`src/rtl/i2c_pkg.sv`:
```
// Shared types and constants for the I2C target responder.
// Also holds the own-address match helper used by the address phase.
package i2c_pkg;

  localparam int   I2C_ADDR_W = 7;
  localparam int   I2C_BYTE_W = 8;
  localparam logic RW_READ    = 1'b1;

  typedef enum logic [3:0] {
    ST_IDLE,
    ST_ADDR,
    ST_ADDR_ACK,
    ST_IGNORE,
    ST_PTR,
    ST_PTR_ACK,
    ST_WDATA,
    ST_WR_MEM,
    ST_WDATA_ACK,
    ST_RD_FETCH,
    ST_RDATA,
    ST_MACK
  } i2c_tgt_state_e;

  // General call (address 0) is never claimed.
  function automatic logic addr_match(input logic [I2C_BYTE_W-1:0] b,
                                      input logic [I2C_ADDR_W-1:0] own);
    return (b[I2C_BYTE_W-1:1] == own) && (b[I2C_BYTE_W-1:1] != '0);
  endfunction

endpackage

```
`src/rtl/i2c_line_sync.sv`:
```
// SCL/SDA synchronizer with edge, START and STOP detection; events appear SYNC_STAGES clks
// after the pin change and are consumed on the next edge. No backpressure: pure observer.
module i2c_line_sync #(
  parameter int SYNC_STAGES = 2
) (
  input  logic clk,
  input  logic rst,
  input  logic scl_i,
  input  logic sda_i,
  output logic scl_rise,
  output logic scl_fall,
  output logic start_det,
  output logic stop_det,
  output logic sda_s
);

  logic [SYNC_STAGES-1:0] scl_sync;
  logic [SYNC_STAGES-1:0] sda_sync;
  logic                   scl_q;
  logic                   sda_q;
  logic                   scl_s;

  // Reset to the idle-bus level so release from reset never fakes an edge.
  always_ff @(posedge clk) begin
    if (rst) begin
      scl_sync <= '1;
      sda_sync <= '1;
      scl_q    <= 1'b1;
      sda_q    <= 1'b1;
    end else begin
      scl_sync <= {scl_sync[SYNC_STAGES-2:0], scl_i};
      sda_sync <= {sda_sync[SYNC_STAGES-2:0], sda_i};
      scl_q    <= scl_sync[SYNC_STAGES-1];
      sda_q    <= sda_sync[SYNC_STAGES-1];
    end
  end

  assign scl_s     = scl_sync[SYNC_STAGES-1];
  assign sda_s     = sda_sync[SYNC_STAGES-1];
  assign scl_rise  = scl_s & ~scl_q;
  assign scl_fall  = ~scl_s & scl_q;
  assign start_det = scl_s & scl_q & sda_q & ~sda_s;
  assign stop_det  = scl_s & scl_q & ~sda_q & sda_s;

endmodule

```
`src/rtl/i2c_target_responder.sv`:
```
// I2C target serving byte writes/reads to a memory port; pin-to-action SYNC_STAGES+1 clks.
// Stretches SCL while a memory access is outstanding; mem_req held until mem_ack.
module i2c_target_responder
  import i2c_pkg::*;
#(
  parameter logic [6:0] SLAVE_ADDR  = 7'h32,
  parameter int         AW          = 8,
  parameter int         SYNC_STAGES = 2
) (
  input  logic          clk,
  input  logic          rst,
  input  logic          scl_i,
  input  logic          sda_i,
  output logic          scl_oe,
  output logic          sda_oe,
  output logic          mem_req,
  output logic          mem_we,
  output logic [AW-1:0] mem_addr,
  output logic [7:0]    mem_wdata,
  input  logic [7:0]    mem_rdata,
  input  logic          mem_ack,
  output logic          busy
);

  i2c_tgt_state_e          state;
  logic [2:0]              bit_cnt;
  logic [I2C_BYTE_W-1:0]   shreg;
  logic [AW-1:0]           ptr;
  logic                    ack_phase;
  logic                    rw;
  logic                    scl_rise, scl_fall, start_det, stop_det, sda_s;
  logic [I2C_BYTE_W-1:0]   rx_byte;
  logic                    last_bit;

  i2c_line_sync #(.SYNC_STAGES(SYNC_STAGES)) u_sync (
    .clk       (clk),
    .rst       (rst),
    .scl_i     (scl_i),
    .sda_i     (sda_i),
    .scl_rise  (scl_rise),
    .scl_fall  (scl_fall),
    .start_det (start_det),
    .stop_det  (stop_det),
    .sda_s     (sda_s)
  );

  assign rx_byte  = {shreg[I2C_BYTE_W-2:0], sda_s};
  assign last_bit = (bit_cnt == 3'd7);

  always_ff @(posedge clk) begin
    if (rst) begin
      state     <= ST_IDLE;
      bit_cnt   <= '0;
      shreg     <= '0;
      ptr       <= '0;
      ack_phase <= 1'b0;
      rw        <= 1'b0;
      scl_oe    <= 1'b0;
      sda_oe    <= 1'b0;
      mem_req   <= 1'b0;
      mem_we    <= 1'b0;
      mem_addr  <= '0;
      mem_wdata <= '0;
      busy      <= 1'b0;
    end else begin
      // An outstanding request always completes, even after STOP or repeated START.
      if (mem_req && mem_ack) mem_req <= 1'b0;

      if (stop_det) begin
        state     <= ST_IDLE;
        busy      <= 1'b0;
        sda_oe    <= 1'b0;
        scl_oe    <= 1'b0;
        bit_cnt   <= '0;
        ack_phase <= 1'b0;
      end else if (start_det) begin
        state     <= ST_ADDR;
        sda_oe    <= 1'b0;
        scl_oe    <= 1'b0;
        bit_cnt   <= '0;
        ack_phase <= 1'b0;
      end else begin
        unique case (state)
          ST_ADDR: if (scl_rise) begin
            shreg   <= rx_byte;
            bit_cnt <= bit_cnt + 3'd1;
            if (last_bit) begin
              ack_phase <= 1'b0;
              if (addr_match(rx_byte, SLAVE_ADDR)) begin
                state <= ST_ADDR_ACK;
                rw    <= rx_byte[0];
                busy  <= 1'b1;
              end else begin
                state <= ST_IGNORE;
                busy  <= 1'b0;
              end
            end
          end

          ST_PTR: if (scl_rise) begin
            shreg   <= rx_byte;
            bit_cnt <= bit_cnt + 3'd1;
            if (last_bit) begin
              ptr       <= AW'(rx_byte);
              ack_phase <= 1'b0;
              state     <= ST_PTR_ACK;
            end
          end

          ST_WDATA: if (scl_rise) begin
            shreg   <= rx_byte;
            bit_cnt <= bit_cnt + 3'd1;
            if (last_bit) begin
              mem_req   <= 1'b1;
              mem_we    <= 1'b1;
              mem_addr  <= ptr;
              mem_wdata <= rx_byte;
              state     <= ST_WR_MEM;
            end
          end

          // If SCL already fell, the ACK slot is open: drive ACK now, release SCL next clk.
          ST_WR_MEM: begin
            if (mem_ack) begin
              ptr   <= ptr + AW'(1);
              state <= ST_WDATA_ACK;
              if (scl_oe || scl_fall) begin
                sda_oe    <= 1'b1;
                ack_phase <= 1'b1;
              end else begin
                ack_phase <= 1'b0;
              end
            end else if (scl_fall) begin
              scl_oe <= 1'b1;
            end
          end

          ST_ADDR_ACK, ST_PTR_ACK, ST_WDATA_ACK: begin
            if (scl_oe) scl_oe <= 1'b0;
            if (scl_fall) begin
              if (!ack_phase) begin
                sda_oe    <= 1'b1;
                ack_phase <= 1'b1;
              end else begin
                sda_oe    <= 1'b0;
                ack_phase <= 1'b0;
                bit_cnt   <= '0;
                if (state == ST_ADDR_ACK && rw == RW_READ) begin
                  state    <= ST_RD_FETCH;
                  mem_req  <= 1'b1;
                  mem_we   <= 1'b0;
                  mem_addr <= ptr;
                  scl_oe   <= 1'b1;
                end else if (state == ST_ADDR_ACK) begin
                  state <= ST_PTR;
                end else begin
                  state <= ST_WDATA;
                end
              end
            end
          end

          // Entered on an SCL fall, so SCL is already stretched; MSB goes out with the data.
          ST_RD_FETCH: if (mem_ack) begin
            shreg   <= mem_rdata;
            sda_oe  <= ~mem_rdata[7];
            bit_cnt <= '0;
            state   <= ST_RDATA;
          end

          ST_RDATA: begin
            if (scl_oe) scl_oe <= 1'b0;
            if (scl_rise) begin
              bit_cnt <= bit_cnt + 3'd1;
              if (last_bit) begin
                ack_phase <= 1'b0;
                state     <= ST_MACK;
              end
            end else if (scl_fall) begin
              sda_oe <= ~shreg[I2C_BYTE_W-2];
              shreg  <= {shreg[I2C_BYTE_W-2:0], 1'b0};
            end
          end

          ST_MACK: begin
            if (!ack_phase) begin
              if (scl_fall) begin
                sda_oe    <= 1'b0;
                ack_phase <= 1'b1;
              end
            end else if (scl_rise && sda_s) begin
              state     <= ST_IDLE;
              busy      <= 1'b0;
              ack_phase <= 1'b0;
            end else if (scl_fall) begin
              ptr       <= ptr + AW'(1);
              mem_req   <= 1'b1;
              mem_we    <= 1'b0;
              mem_addr  <= ptr + AW'(1);
              scl_oe    <= 1'b1;
              ack_phase <= 1'b0;
              state     <= ST_RD_FETCH;
            end
          end

          default: ;
        endcase
      end
    end
  end

endmodule

```
`config.mk`:
```
export PLATFORM = sky130hd
export DESIGN_NAME = i2c_target_responder
export DESIGN_NICKNAME = d
export VERILOG_FILES = /design/src/rtl/i2c_pkg.sv /design/src/rtl/i2c_line_sync.sv /design/src/rtl/i2c_target_responder.sv
export SDC_FILE = /design/constraint.sdc
export NUM_CORES = 1
export LEC_CHECK = 0
export ABC_AREA = 1
export BUFFER_PORTS_ARGS = -buffer_cell sky130_fd_sc_hd__buf_2
export CAP_MARGIN = 20
export CORE_UTILIZATION = 63
export CTS_CLUSTER_DIAMETER = 100
export DETAILED_ROUTE_END_ITERATION = 8
export GPL_ROUTABILITY_DRIVEN = 0
export PLACE_DENSITY_LB_ADDON = 0.15
export SETUP_SLACK_MARGIN = 0.3
export SYNTH_ARGS = -nofsm -noshare
export SYNTH_HDL_FRONTEND = slang
export SYNTH_HIERARCHICAL = 1
export SYNTH_SLANG_ARGS = --single-unit
```
`constraint.sdc`:
```
create_clock -name clk -period 2.7 [get_ports clk]
set_clock_uncertainty 0.05 [all_clocks]
set_input_delay 0.81 -clock clk [delete_from_list [all_inputs] [get_ports clk]]
set_output_delay 0.81 -clock clk [all_outputs]
set_load 0.005 [all_outputs]
```
Yosys cells after proc, flatten, opt, wreduce, memory -nomap -nowiden
Index checks and enable logic that the tools add are counted.
{"block": "totals", "inputBits": 13, "output_inout_bits": 21, "reg_bits": 51, "word_cells": 218}
{"block": "classes", "addsub": 2, "mux": 96, "eq_ne": 53, "reduce_logical": 34, "bitwise_logic": 15}
{"op": "8-bit two-way mux", "n": 11}
{"op": "4-bit two-way mux", "n": 16}
{"op": "1-bit two-way mux", "n": 49}
{"op": "8-bit one-hot mux with 3 select lines", "n": 2}
{"op": "2-bit inequality test (second input constant)", "n": 22}
{"op": "3-bit inequality test (second input constant)", "n": 14}
{"op": "4-bit one-hot mux with 8 select lines", "n": 1}
{"op": "15-bit AND reduction", "n": 2}
{"op": "7-bit two-way mux", "n": 4}
{"op": "7-bit one-hot mux with 3 select lines", "n": 1}
{"op": "9-bit AND reduction", "n": 2}
{"op": "4-bit by 3-bit == test with 1-bit output (second input constant)", "n": 4}
{"op": "4-bit == test (second input constant)", "n": 4}
{"op": "5-bit AND reduction", "n": 3}
{"op": "3-bit two-way mux", "n": 4}
{"op": "6-bit AND reduction", "n": 2}
{"op": "3-bit nonzero test", "n": 4}
{"op": "3-bit OR reduction", "n": 4}
{"op": "11-bit AND reduction", "n": 1}
{"op": "3-bit one-hot mux with 3 select lines", "n": 1}
{"op": "9-bit nonzero test", "n": 1}
{"op": "8-bit by 1-bit adder with 8-bit output (second input constant)", "n": 1}
{"op": "2-bit by 1-bit inequality test with 1-bit output (second input constant)", "n": 4}
{"op": "1-bit NOT", "n": 8}
{"op": "23 further kinds", "n": 35}

Logic depth before layout (Yosys ltp)
{"block": "depth", "word_depth": 8, "ltp_mapped": 13, "ltp_nobuf": 12}

Hierarchy
Netlist, hierarchy kept.
{"module": "i2c_target_responder", "cells_each": 435, "n_inst": 1, "area_each_um2": 2667.6, "seq_area_each_um2": 900.9}
{"module": "i2c_line_sync", "cells_each": 24, "n_inst": 1, "area_each_um2": 197.7, "seq_area_each_um2": 120.1}

Worst setup path after synthesis
OpenSTA, ideal clock, no wires.
{"block": "synth_timing", "path_type": "input-to-reg", "startpoint": "in mem_ack", "endpoint": "reg shreg[6]", "required_time_ps": 2537, "arrival_time_ps": 1668, "setup_ps": 113, "path_buffers": 1, "path_stages": 8, "setup_slack_ps": 870, "path_cell_list": "inv_1 nand2_1 o21ai_0 nor3_2 buf_4 nand2_1 nand2_1 nor2_1"}
{"block": "synth_via", "elab_chain_cells": 2}
{"element": "from (decl)", "line": "i2c_target_responder.sv:21", "rtl": "input logic mem_ack,"}
{"element": "2-bit inequality test (no source line)"}
{"element": "7-bit AND reduction (no source line)"}
{"element": "to (signal assigned)", "line": "i2c_target_responder.sv:85", "rtl": "shreg <= rx_byte;"}
{"element": "to (signal assigned)", "line": "i2c_target_responder.sv:101", "rtl": "shreg <= rx_byte;"}
{"element": "to (signal assigned)", "line": "i2c_target_responder.sv:111", "rtl": "shreg <= rx_byte;"}
{"element": "to (decl)", "line": "i2c_target_responder.sv:27", "rtl": "logic [I2C_BYTE_W-1:0] shreg;"}
Every way passes these cells.
A chain may end at the register's enable or synchronous reset.

Final worst setup path
{"block": "layout_timing", "startpoint": "reg state[0]", "endpoint": "reg mem_addr[1]"}
{"block": "layout_via", "elab_chain_cells": 4, "word_cells_on_any_way": 18, "cone_classes": "eq/ne: 13; mux: 1; reduce/logical: 4"}
{"element": "from (decl)", "line": "i2c_target_responder.sv:25", "rtl": "i2c_tgt_state_e state;"}
{"element": "from (signal assigned)", "line": "i2c_target_responder.sv:52", "rtl": "state <= ST_IDLE;"}
{"element": "from (signal assigned)", "line": "i2c_target_responder.sv:70", "rtl": "state <= ST_IDLE;"}
{"element": "from (signal assigned)", "line": "i2c_target_responder.sv:77", "rtl": "state <= ST_ADDR;"}
{"element": "4-bit by 2-bit == test with 1-bit output (tied with other cells)", "line": "i2c_target_responder.sv:83, i2c_target_responder.sv:148"}
{"element": "3-bit OR reduction or 1-bit logical AND (tied branches)", "line": "i2c_target_responder.sv:83, i2c_target_responder.sv:148"}
{"element": "2-bit inequality test (no source line) or 3-bit nonzero test (tied branches)"}
{"element": "11-bit AND reduction (no source line)"}
{"element": "to (signal assigned)", "line": "i2c_target_responder.sv:116", "rtl": "mem_addr <= ptr;"}
{"element": "to (signal assigned)", "line": "i2c_target_responder.sv:152", "rtl": "mem_addr <= ptr;"}
{"element": "to (signal assigned)", "line": "i2c_target_responder.sv:199", "rtl": "mem_addr <= ptr + AW'(1);"}
{"element": "to (decl)", "line": "i2c_target_responder.sv:18", "rtl": "output logic [AW-1:0] mem_addr,"}
Several ways; a longest one is shown, not always the timed one.

==> summary.md <==
| Metric | Value |
|---|---|
| DP HPWL | `slightly above 5 mm` |
| Antenna diodes | `0` |
| Fin crit period | `between 2 and 2.5 ns` |
| H-tree levels | `2` |
| Leading cell types in the layout, fill and taps excluded | `nand2_1, nor2_1, inv_1, dfxtp_1, o21ai_0` |
| Drt wl/cell | `12.3 um` |
| Sink Count | `around 50` |
| FF+latch area | `1020 um2` |
| Seq cells post-synth | `51` |
| Hold slack final | `~0.36 ns` |
| Worst path cell trace | `nand2_1, inv_2, nand2_2, nand2_1, nor2_1, a21oi_1, nand2_1, inv_2, nor2_1, nor2_1` |
| Post-CTS Setup Bufs | `0` |
| Setup crit end kind | `register` |
| Clock-pin slew on the worst setup and hold paths | `0.09 ns` |
| Clock Latency Late Sink | `0.31 ns` |
| Setup Slack @ Placement | `approximately 0.64 ns` |
| Largest stage delay, worst path | `0.38 ns` |
| Core area | `between 4000 and 5000 um2` |
| Max transition margin | `0.571` |
| Area of the die | `around 4800 um2` |
| Final Power | `2320 uW` |
| Total GRT Usage | `0.295` |
| Hold buffers post-CTS | `0` |
| Max-cap violations | `0` |
| Post-Syn Nets | `between 400 and 500` |
| Multi-input logic area | `1560 um2` |
| Critical Path RT | `about 2.9 ns` |
| Peak VDD IR | `approximately 0.00044 V` |
| Drt drc | `0` |
| Layout cells sized above 1 | `0.130` |
| Library cells used by synthesis | `30` |
| Drt pass-1 iters | `5` |
| Tightest Pin Transition | `between 0.6 and 0.7 ns` |
| Cell at the root of the clock tree | `clkbuf_8` |
| First-pass GRT wire length | `about 11 mm` |
| Hold Path Class | `reg2reg` |
| Most common cell after layout, fill and taps aside | `nand2_1` |
| Cts bufs inserted | `5` |
| Via count | `slightly below 3k` |
| CTS max path bufs | `2` |
| Synth Cell Area | `roughly 2900 um2` |
| Chip height | `~69 um` |
| TritonCTS clock tree | `done` |
| Die Width | `roughly 69 um` |
| Resize count post-CTS | `0` |
| Critical Path Source Type | `register` |
| Port buffer count | `33` |
| Net count reported at finish | `approximately 510` |
| Crit-path max FO | `11` |
| Pins Over Slew Limit | `0` |
| Final Cycle Share | `0.746` |
| # IOs | `34` |
| Syn Area/Cell | `approximately 6.2 um2` |
| CP arrival | `around 2.2 ns` |
| Setup violators final | `0` |
| Synth warn | `6` |
| Routed wire length | `around 6.7 mm` |
| Initial antenna violation count | `0` |
| Fill count | `between 300 and 400` |
| F_max | `approximately 500 MHz` |
| Congestion Overflow GR | `0` |
| Critical path's slowest cell | `dfxtp_1` |
| Outcome | `finished clean` |
| P_leak | `about 0.0016 uW` |
| P&R area growth vs syn | `10.3%` |
| Final ANT Viol Nets | `0` |
| Pwr dens | `733 nW/um2` |
| Crit Path Category | `reg2reg` |
| Starting Density | `0.658` |
| Vias in the first global route | `2554` |
| Sequential-to-total area share from yosys stat | `0.356` |
| Vias per cell | `5.42` |
| Final worst setup slack | `slightly below 0.7 ns` |
| Final Util | `0.726` |
| Largest net degree at the start of global routing | `27` |
| Cells after synthesis | `~460` |
| Final setup TNS | `0 ns` |
| DRT iter0 DRCs | `around 290` |
| Final hold violation count | `0` |
| Num rows | `24` |
| Setup repair after global routing missed its margin | `false` |
==> path summary, 6_finish.rpt <==
kind	from	to	slack [ns]	cells after the start
max reg2reg	state[0]	mem_addr[1]	0.68	10
min	u_sync/sda_sync[0]	u_sync/sda_sync[1]	0.36	1
max	state[0]	mem_addr[1]	0.68	10
min reg2reg	u_sync/sda_sync[0]	u_sync/sda_sync[1]	0.36	1
==> area by class of cell <==
type / count / share of cell area
tap: 52 / 0.0206
clock inverter: 2 / 0.00514
inverter: 58 / 0.0689
sequential: 51 / 0.323
timing repair buffer: 38 / 0.0641
multi-input combinational: 339 / 0.492
clock buffer: 6 / 0.0261
==> cell families (layout without fill, tap and decap cells) <==
group / after synthesis / count (layout) / synth area share
buffers and inverters: 69 / 104 / 0.100
xor gates and xnor gates: 7 / 7 / 0.0214
adders and majority gates: 3 / 3 / 0.0131
DFF: 51 / 51 / 0.356
AOI/OAI and AO/OA: 81 / 81 / 0.148
and+or+nand+nor: 248 / 248 / 0.361
==> critical path: cells and delay by family (launching register included) <==
kind            cells  cell delay (ns)
flops               1             0.38
compound gates      1             0.12
simple gates        7             1.16
buf+inv             2             0.19
==> registers in the layout (all words and copies together), names as in the netlist <==
| name | flops |
|---|---|
| mem_addr | 8 |
| mem_wdata | 8 |
| ptr | 8 |
| shreg | 7 |
| state | 4 |
| bit_cnt | 3 |
| u_sync/scl_sync | 2 |
| u_sync/sda_sync | 2 |
| ack_phase | 1 |
| busy | 1 |
| mem_req | 1 |
| mem_we | 1 |
| rw | 1 |
| scl_oe | 1 |
| sda_oe | 1 |
| u_sync/scl_q | 1 |
| u_sync/sda_q | 1 |
==> where the power goes <==
group,total [uW],switching (uW),internal [uW],leakage [uW]
logic,897,593,304,0.00112
registers,949,91.8,857,0.000414
clock network,473,263,210,0.0000474
total,2320,948,1370,0.00158
==> synth_stat cells, drive strengths merged <==
cell / number / share of area
nor2: 83 / 0.12
nand2: 128 / 0.17
clkbuf: 5 / 0.0066
nand4: 2 / 0.0044
a21boi: 2 / 0.0052
nor3: 11 / 0.021
o21ai: 46 / 0.080
a31oi: 1 / 0.0022
a21oi: 28 / 0.049
dfxtp: 51 / 0.36
nor4: 1 / 0.0022
a211oi: 1 / 0.0026
buf: 6 / 0.018
inv: 58 / 0.076
o22ai: 1 / 0.0022
ha: 3 / 0.013
xor2: 7 / 0.021
or2: 5 / 0.011
o2111ai: 2 / 0.0061
nand3: 18 / 0.033
==> metrics by stage <==
| stage | cell area, um2 | instances |
|---|---|---|
| after global routing | 3160 | 546 |
| after detailed placement | 3060 | 538 |
| final | 3160 | 546 |
| after CTS | 3160 | 546 |
| after global placement | 3060 | 538 |
| after floorplan | 2870 | 459 |
==> routing by layer <==
metal | routed length, um | vias to the layer above | track usage
li1 | - | 1514 | -
met1 | 3230 | 1306 | 0.428
met2 | 2840 | 129 | 0.441
met3 | 543 | 11 | 0.0552
met4 | 94 | 0 | 0.0930
met5 | 0 | - | 0
No activity file was read; power rests on OpenSTA's default activity.
